$ cat src/rtl/cpu_defs.sv
// Shared definitions for the instruction-fetch refill path: FSM encoding and
// word/byte geometry of the byte-wide RAM port.
package cpu_defs;

  localparam int ADDR_WIDTH_DEF = 32;
  localparam int WORD_BYTES     = 4;
  localparam int BYTE_W         = 8;

  typedef enum logic [1:0] {
    IDLE = 2'd0,
    REQ  = 2'd1,
    READ = 2'd2,
    LAST = 2'd3
  } state_t;

endpackage

$ cat src/rtl/icache_refill.sv
// I-cache miss refill engine: fetches a little-endian word byte by byte from
// the shared RAM port and hands it back to the i-cache as a one-cycle pulse.
module icache_refill
  import cpu_defs::*;
#(
  parameter int ADDR_WIDTH = cpu_defs::ADDR_WIDTH_DEF,
  parameter int WORD_BYTES = cpu_defs::WORD_BYTES
) (
  input  logic                  clk_in,
  input  logic                  rst_in,
  input  logic                  rdy_in,
  input  logic                  flush,
  input  logic                  miss_valid,
  input  logic [ADDR_WIDTH-1:0] miss_addr,
  output logic                  miss_ready,
  output logic                  mem_req,
  input  logic                  mem_gnt,
  output logic [ADDR_WIDTH-1:0] mem_a,
  output logic                  mem_wr,
  input  logic [BYTE_W-1:0]     mem_din,
  output logic                  refill_valid,
  output logic [ADDR_WIDTH-1:0] refill_addr,
  output logic [31:0]           refill_data,
  output logic                  busy
);

  localparam int CNT_W  = $clog2(WORD_BYTES);
  localparam int WORD_W = WORD_BYTES * BYTE_W;

  state_t                  state_reg, state_next;
  logic [CNT_W-1:0]        cnt_reg, cnt_next;
  logic [WORD_W-1:0]       word_reg, word_next, word_cap;
  logic [ADDR_WIDTH-1:0]   base_reg, base_next;
  logic                    refill_valid_reg, refill_valid_next;
  logic [ADDR_WIDTH-1:0]   refill_addr_reg, refill_addr_next;
  logic [WORD_W-1:0]       refill_data_reg, refill_data_next;
  logic [WORD_BYTES-1:0]   byte_we;
  logic                    unused_addr_bits;

  assign unused_addr_bits = ^miss_addr[1:0];

  // RAM data lags the address by one cycle, so READ with cnt=k+1 captures byte k.
  genvar gi;
  generate
    for (gi = 0; gi < WORD_BYTES; gi++) begin : g_byte
      if (gi == WORD_BYTES - 1) begin : g_last
        assign byte_we[gi] = (state_reg == LAST);
      end else begin : g_mid
        assign byte_we[gi] = (state_reg == READ) && (cnt_reg == CNT_W'(gi + 1));
      end
      assign word_cap[gi*BYTE_W +: BYTE_W] =
        byte_we[gi] ? mem_din : word_reg[gi*BYTE_W +: BYTE_W];
    end
  endgenerate

  always_ff @(posedge clk_in or posedge rst_in) begin
    if (rst_in) begin
      state_reg        <= IDLE;
      cnt_reg          <= '0;
      word_reg         <= '0;
      base_reg         <= '0;
      refill_valid_reg <= 1'b0;
      refill_addr_reg  <= '0;
      refill_data_reg  <= '0;
    end else if (rdy_in) begin
      state_reg        <= state_next;
      cnt_reg          <= cnt_next;
      word_reg         <= word_next;
      base_reg         <= base_next;
      refill_valid_reg <= refill_valid_next;
      refill_addr_reg  <= refill_addr_next;
      refill_data_reg  <= refill_data_next;
    end
  end

  always_comb begin
    state_next        = state_reg;
    cnt_next          = cnt_reg;
    word_next         = word_cap;
    base_next         = base_reg;
    refill_valid_next = 1'b0;
    refill_addr_next  = refill_addr_reg;
    refill_data_next  = refill_data_reg;
    miss_ready        = 1'b0;
    mem_req           = 1'b0;
    mem_a             = '0;

    unique case (state_reg)
      IDLE: begin
        miss_ready = 1'b1;
        if (miss_valid && !flush) begin
          base_next  = {miss_addr[ADDR_WIDTH-1:2], 2'b00};
          state_next = REQ;
        end
      end
      REQ: begin
        mem_req = 1'b1;
        mem_a   = base_reg;
        if (mem_gnt) begin
          state_next = READ;
          cnt_next   = '0;
        end
      end
      READ: begin
        mem_req  = 1'b1;
        mem_a    = base_reg + ADDR_WIDTH'(cnt_reg);
        cnt_next = cnt_reg + 1'b1;
        if (cnt_reg == CNT_W'(WORD_BYTES - 1)) state_next = LAST;
      end
      LAST: begin
        mem_req           = 1'b1;
        mem_a             = base_reg + ADDR_WIDTH'(WORD_BYTES - 1);
        refill_valid_next = 1'b1;
        refill_data_next  = word_cap;
        refill_addr_next  = base_reg;
        word_next         = '0;
        state_next        = IDLE;
      end
      default: state_next = IDLE;
    endcase

    // A redirect kills the fetch outright, including a refill about to be posted.
    if (flush) begin
      state_next        = IDLE;
      cnt_next          = '0;
      word_next         = '0;
      refill_valid_next = 1'b0;
      refill_addr_next  = refill_addr_reg;
      refill_data_next  = refill_data_reg;
    end
  end

  assign mem_wr       = 1'b0;
  assign busy         = (state_reg != IDLE);
  assign refill_valid = refill_valid_reg;
  assign refill_addr  = refill_addr_reg;
  assign refill_data  = refill_data_reg;

endmodule

$ cat config.mk
export PLATFORM = sky130hd
export DESIGN_NAME = icache_refill
export DESIGN_NICKNAME = d
export VERILOG_FILES = /design/src/rtl/cpu_defs.sv /design/src/rtl/icache_refill.sv
export SDC_FILE = /design/constraint.sdc
export NUM_CORES = 1
export LEC_CHECK = 0
export BUFFER_PORTS_ARGS = -buffer_cell sky130_fd_sc_hd__buf_2
export CAP_MARGIN = 20
export CELL_PAD_IN_SITES_DETAIL_PLACEMENT = 0
export CELL_PAD_IN_SITES_GLOBAL_PLACEMENT = 1
export CORE_MARGIN = 3
export CORE_UTILIZATION = 40
export CTS_BUF_LIST = sky130_fd_sc_hd__clkbuf_4
export DETAILED_ROUTE_END_ITERATION = 8
export GPL_TIMING_DRIVEN = 1
export PLACE_DENSITY = 0.79
export SKIP_LAST_GASP = 1
export SLEW_MARGIN = 25
export SYNTH_ARGS = -nofsm -noshare
export SYNTH_HDL_FRONTEND = slang
export SYNTH_SLANG_ARGS = --single-unit
$ cat constraint.sdc
create_clock -name clk_in -period 4.65 [get_ports clk_in]
set_input_delay 0.93 -clock clk_in [delete_from_list [all_inputs] [get_ports clk_in]]
set_output_delay 0.93 -clock clk_in [all_outputs]
set_load 0.1 [all_outputs]
## Word-level counts from Yosys, hierarchy flattened

Cells that the tools add are included.

- Word-level logic and storage cells: 52
- Memory bits (writable): 0
- Input bits: 46
- Bits in latches: 0
- Memories: 0
- Output and inout bits: 101
- Bits in read-only memories: 0
- Bits in registers: 129

- Shift operators: 0
- Multiply operators: 0
- Reduce and logical (&&, ||, !) cells: 13
- Muxes and demuxes: 19
- Div/mod/pow operators: 0
- Bitwise operators: 1
- $lt $le $gt $ge: 0
- Eq/ne operators: 9
- $add $sub $neg: 3

Operators by type and width:

| kind | number |
|---|---|
| one-hot mux 32 bit (3 select lines) | 1 |
| 2-to-1 mux 32 bit | 2 |
| adder 32 x 2 -> 32 bit | 1 |
| adder 32 x 2 -> 32 bit, second input constant | 1 |
| 2-to-1 mux 8 bit | 4 |
| 2-to-1 mux 2 bit | 6 |
| AND reduction 3 bit | 3 |
| == test 2 bit, second input constant | 4 |
| one-hot mux 2 bit (4 select lines) | 1 |
| != test 3 bit, second input constant | 2 |
| == test 2 x 1 -> 1 bit, second input constant | 2 |
| logical AND 1 bit | 4 |
| 2-to-1 mux 1 bit | 4 |
| one-hot mux 2 bit (2 select lines) | 1 |
| AND reduction 4 bit | 1 |
| != test 3 x 2 -> 1 bit, second input constant | 1 |
| nonzero test 3 bit | 1 |
| OR reduction 3 bit | 1 |
| adder 2 x 1 -> 2 bit, second input constant | 1 |
| zero test 2 bit | 1 |
| nonzero test 2 bit | 1 |
| zero test 1 bit | 1 |
| inverter 1 bit | 1 |

## Depth between registers and ports, before layout

- Depth in word-level cells: 5
- Gate-level depth with buffers: 8

## Least setup slack after synthesis

Ideal clock, no wire load.

- Kind: register to output
- From: reg state_reg[0]
- To: out mem_a[19]
- Buffers on the path: 1
- Cell stages (with the launch flop): 6
- Arrival time: 3085 ps
- Required time: 3720 ps
- Path slack: 635 ps
- Cells stage by stage: dfrtp_1 -> inv_1 -> ha_1 -> buf_2 -> nor3_1 -> nor3b_1

- Word-level cells in the longest chain between the ends: 2
- Elaborated cells between the ends (all ways): 4

Ends and longest elaborated chain:

| item | RTL line | source |
|---|---|---|
| from (decl) | icache_refill.sv:30 | `state_t state_reg, state_next;` |
| from (signal assigned) | icache_refill.sv:66 | `state_reg <= state_next;` |
| == test 2 bit / == test 2 x 1 -> 1 bit (equally long branches) | icache_refill.sv:88 | `unique case (state_reg)` |
| one-hot mux 32 bit (3 select lines) (*) | icache_refill.sv:88 |  |
| to (decl) | icache_refill.sv:18 | `output logic [ADDR_WIDTH-1:0] mem_a,` |

Mark *: on every way between the ends. The rest lies on a longest branch, timed or not.

## Worst setup path after layout

- From: reg state_reg[0]
- To: out mem_a[11]

The elaborated chain is that of the path after synthesis.

==> summary.md <==
| Metric | Value |
|---|---|
| Worst hold path depth | `2` |
| Outcome | `finished clean` |
| Critical path's slowest cell | `dfrtp_1` |
| Tcrit/Tclk final | `between 70% and 80%` |
| Drt total wl | `between 10000 and 15000 um` |
| CP Launch Type | `register` |
| Number of vias per cell | `4.91` |
| Post-synth EDFFs | `0` |
| FF+latch count, synth | `approximately 120` |
| Die Span Y | `122 um` |
| Max Cap Violations | `0` |
| Worst setup path class | `register to output pin` |
| Distinct cells, synth | `38` |
| Clock buffer count from CTS | `17` |
| CP Max Fanout | `29` |
| CP Cell Sequence | `inv_1 -> ha_1 -> nor3_1 -> nor2_1 -> buf_4 -> and2_1 -> buf_2` |
| Mapped Area | `0.00541 mm2` |
| R2R depth | `4` |
| Post-CTS sizing | `0` |
| Gr ovfl total | `0` |
| ANT nets after route | `0` |
| Ys Warns | `0` |
| CP max stage delay | `0.45 ns` |
| Max_slew headroom | `around two fifths` |
| Clock transition time at the flip-flop clock pins of the worst setup and hold paths | `roughly 0.11 ns` |
| # diodes | `0` |
| Fmax | `283 MHz` |
| Layout cells sized above 1 | `between 40 and 50%` |
| Required time worst endpoint | `about 3.7 ns` |
| # Post-CTS Setup Buffers | `0` |
| Starting Density | `41.9%` |
| Vias after detailed routing | `between 3k and 4k` |
| Sequential area share after synthesis | `a little under three fifths` |
| Number of flip-flops in the largest register | `32` |
| # hold bufs at CTS | `0` |
| RSZ-0062 raised after global routing | `false` |
| Post-synthesis cell count | `approximately 410` |
| Worst Skew | `about 0.016 ns` |
| Worst hold path type | `register to register` |
| Setup TNS | `0 ns` |
| Worst skew pair latency | `roughly 0.52 ns` |
| Die W | `roughly 120 um` |
| Core area | `around 0.013 mm2` |
| Primary FF master, synth | `dfrtp_1` |
| DRT Pass-1 Iters | `4` |
| Row count | `41` |
| Slew Viols, Final | `0` |
| CTS Root Cell | `clkbuf_4` |
| All-layer global routing usage | `between 10% and 20%` |
| Most common cell after layout, fill and taps aside | `buf_2` |
| Area delta synth->final | `19.4%` |
| Largest net degree at the start of global routing | `87` |
| Commonest cells after routing, fill and taps aside | `buf_2 (141), dfrtp_1 (121), mux2_2 (38), and2_1 (32), mux2_4 (30)` |
| Synth Area per Inst | `between 10 and 15 um2` |
| I/O Pins | `about 150` |
| Largest delay share family, worst path | `buffers and inverters` |
| Vias in the first global route | `between 3k and 4k` |
| WP buf/inv | `3` |
| Worst slew pin tran | `between 0.9 and 1 ns` |
| Initial antenna violation count | `0` |
| Ys async rst share | `100%` |
| Htree depth | `4` |
| Min Tclk post-route | `about 3.5 ns` |
| Hold violation count in the final report | `0` |
| Clk sinks | `~120` |
| FILL cells | `1204` |
| Worst hold slack | `between 0.4 and 0.5 ns` |
| RePlAce Congestion | `slightly below 0.8` |
| Drt drc | `0` |
| Dpl hpwl | `between 8000 and 9000 um` |
| Crit path DAT | `approximately 2.6 ns` |
| Worst reg-to-reg setup slack | `2.59 ns` |
| First-pass GRT wire length | `19700 um` |
| CTS tree | `built` |
| Die ar. | `~0.015 mm2` |
| Starting DRT DRC Count | `96` |
| Critical Path End Type | `output pin` |
| Number of port buffers | `between 100 and 150` |
| Critical path depth | `7` |
| Fin nets | `around 600` |
| Clk buf depth | `2` |
| Final number of setup-violating endpoints | `0` |
| Wire per inst | `16.2 um` |
## metal layers
layer | global-route usage (%) | vias to the layer above | part of all wire, %
li1 | - | 1696 | -
met1 | 22.3 | 1768 | 45
met2 | 25.2 | 119 | 45
met3 | 7.19 | 14 | 8.7
met4 | 5.74 | 0 | 1.3
met5 | 0 | - | 0
## per-stage QoR
stage | instances | worst slack, ns | utilization, % | cell area, um2
after floorplan | 414 | 0.506 | - | 5420
after global placement | 700 | 1.69 | 48.0 | 6200
after detailed placement | 700 | 1.66 | 48.0 | 6200
after CTS | 732 | 1.01 | 50.0 | 6460
after global routing | 732 | 0.860 | 50.0 | 6460
final | 732 | 1.12 | 50.0 | 6460
## final timing paths
kind                                   end            from
min                         refill_data[4]  refill_data[4]
max in group asynchronous     word_reg[11]          rst_in
min in group asynchronous  refill_data[31]          rst_in
min reg2reg                 refill_data[4]  refill_data[4]
max                              mem_a[11]    state_reg[0]
max reg2reg                refill_addr[29]    state_reg[0]
## worst reg2reg max path: cells and delay by family, from the launching register on
family | cells | cell delay [ns]
adder cells (fa/ha/maj) | 1 | 0.24
AND/OR/NAND/NOR | 1 | 0.09
buffers and inverters | 1 | 0.70
multiplexers | 1 | 0.48
flip-flops | 1 | 0.45
## cell usage after synthesis (4+ instances only)
master    number  area (um2)
ha_1          11         138
mux2_4        30         450
buf_1          8        30.0
dfrtp_1      121        3030
nand2b_1       4        25.0
nand2_1       27         101
inv_1          8        30.0
buf_2         14        70.1
buf_4          4        30.0
mux2_2        38         428
o21ai_0       23         115
a22o_1        24         210
mux2i_1       25         250
and2_1        32         200
## cell type report
cell class	instances	area, um2	area share [%]
multi-input cells	253	2180	33.8
well taps	172	215	3.33
flip-flops and latches	121	3030	46.9
clock inverters	14	124	1.92
inverters	8	32.5	0.503
repair buffers	146	743	11.5
clock buffers	18	135	2.09
## kinds of logic (layout without fill, tap and decap cells)
group	after synthesis	in the layout	share of synthesized area, %
AND/OR/NAND/NOR	81	81	8.26
flip-flops	121	121	56.0
adder cells (fa/ha/maj)	11	11	2.54
multiplexers	93	93	20.9
other	1	3	0.0693
AO/OA/AOI/OAI	65	65	8.51
buffers and inverters	40	186	3.79
Power is left out: the tool's default activity adds up to more than one toggle a clock period on the data nets, which glitch-free logic cannot reach.
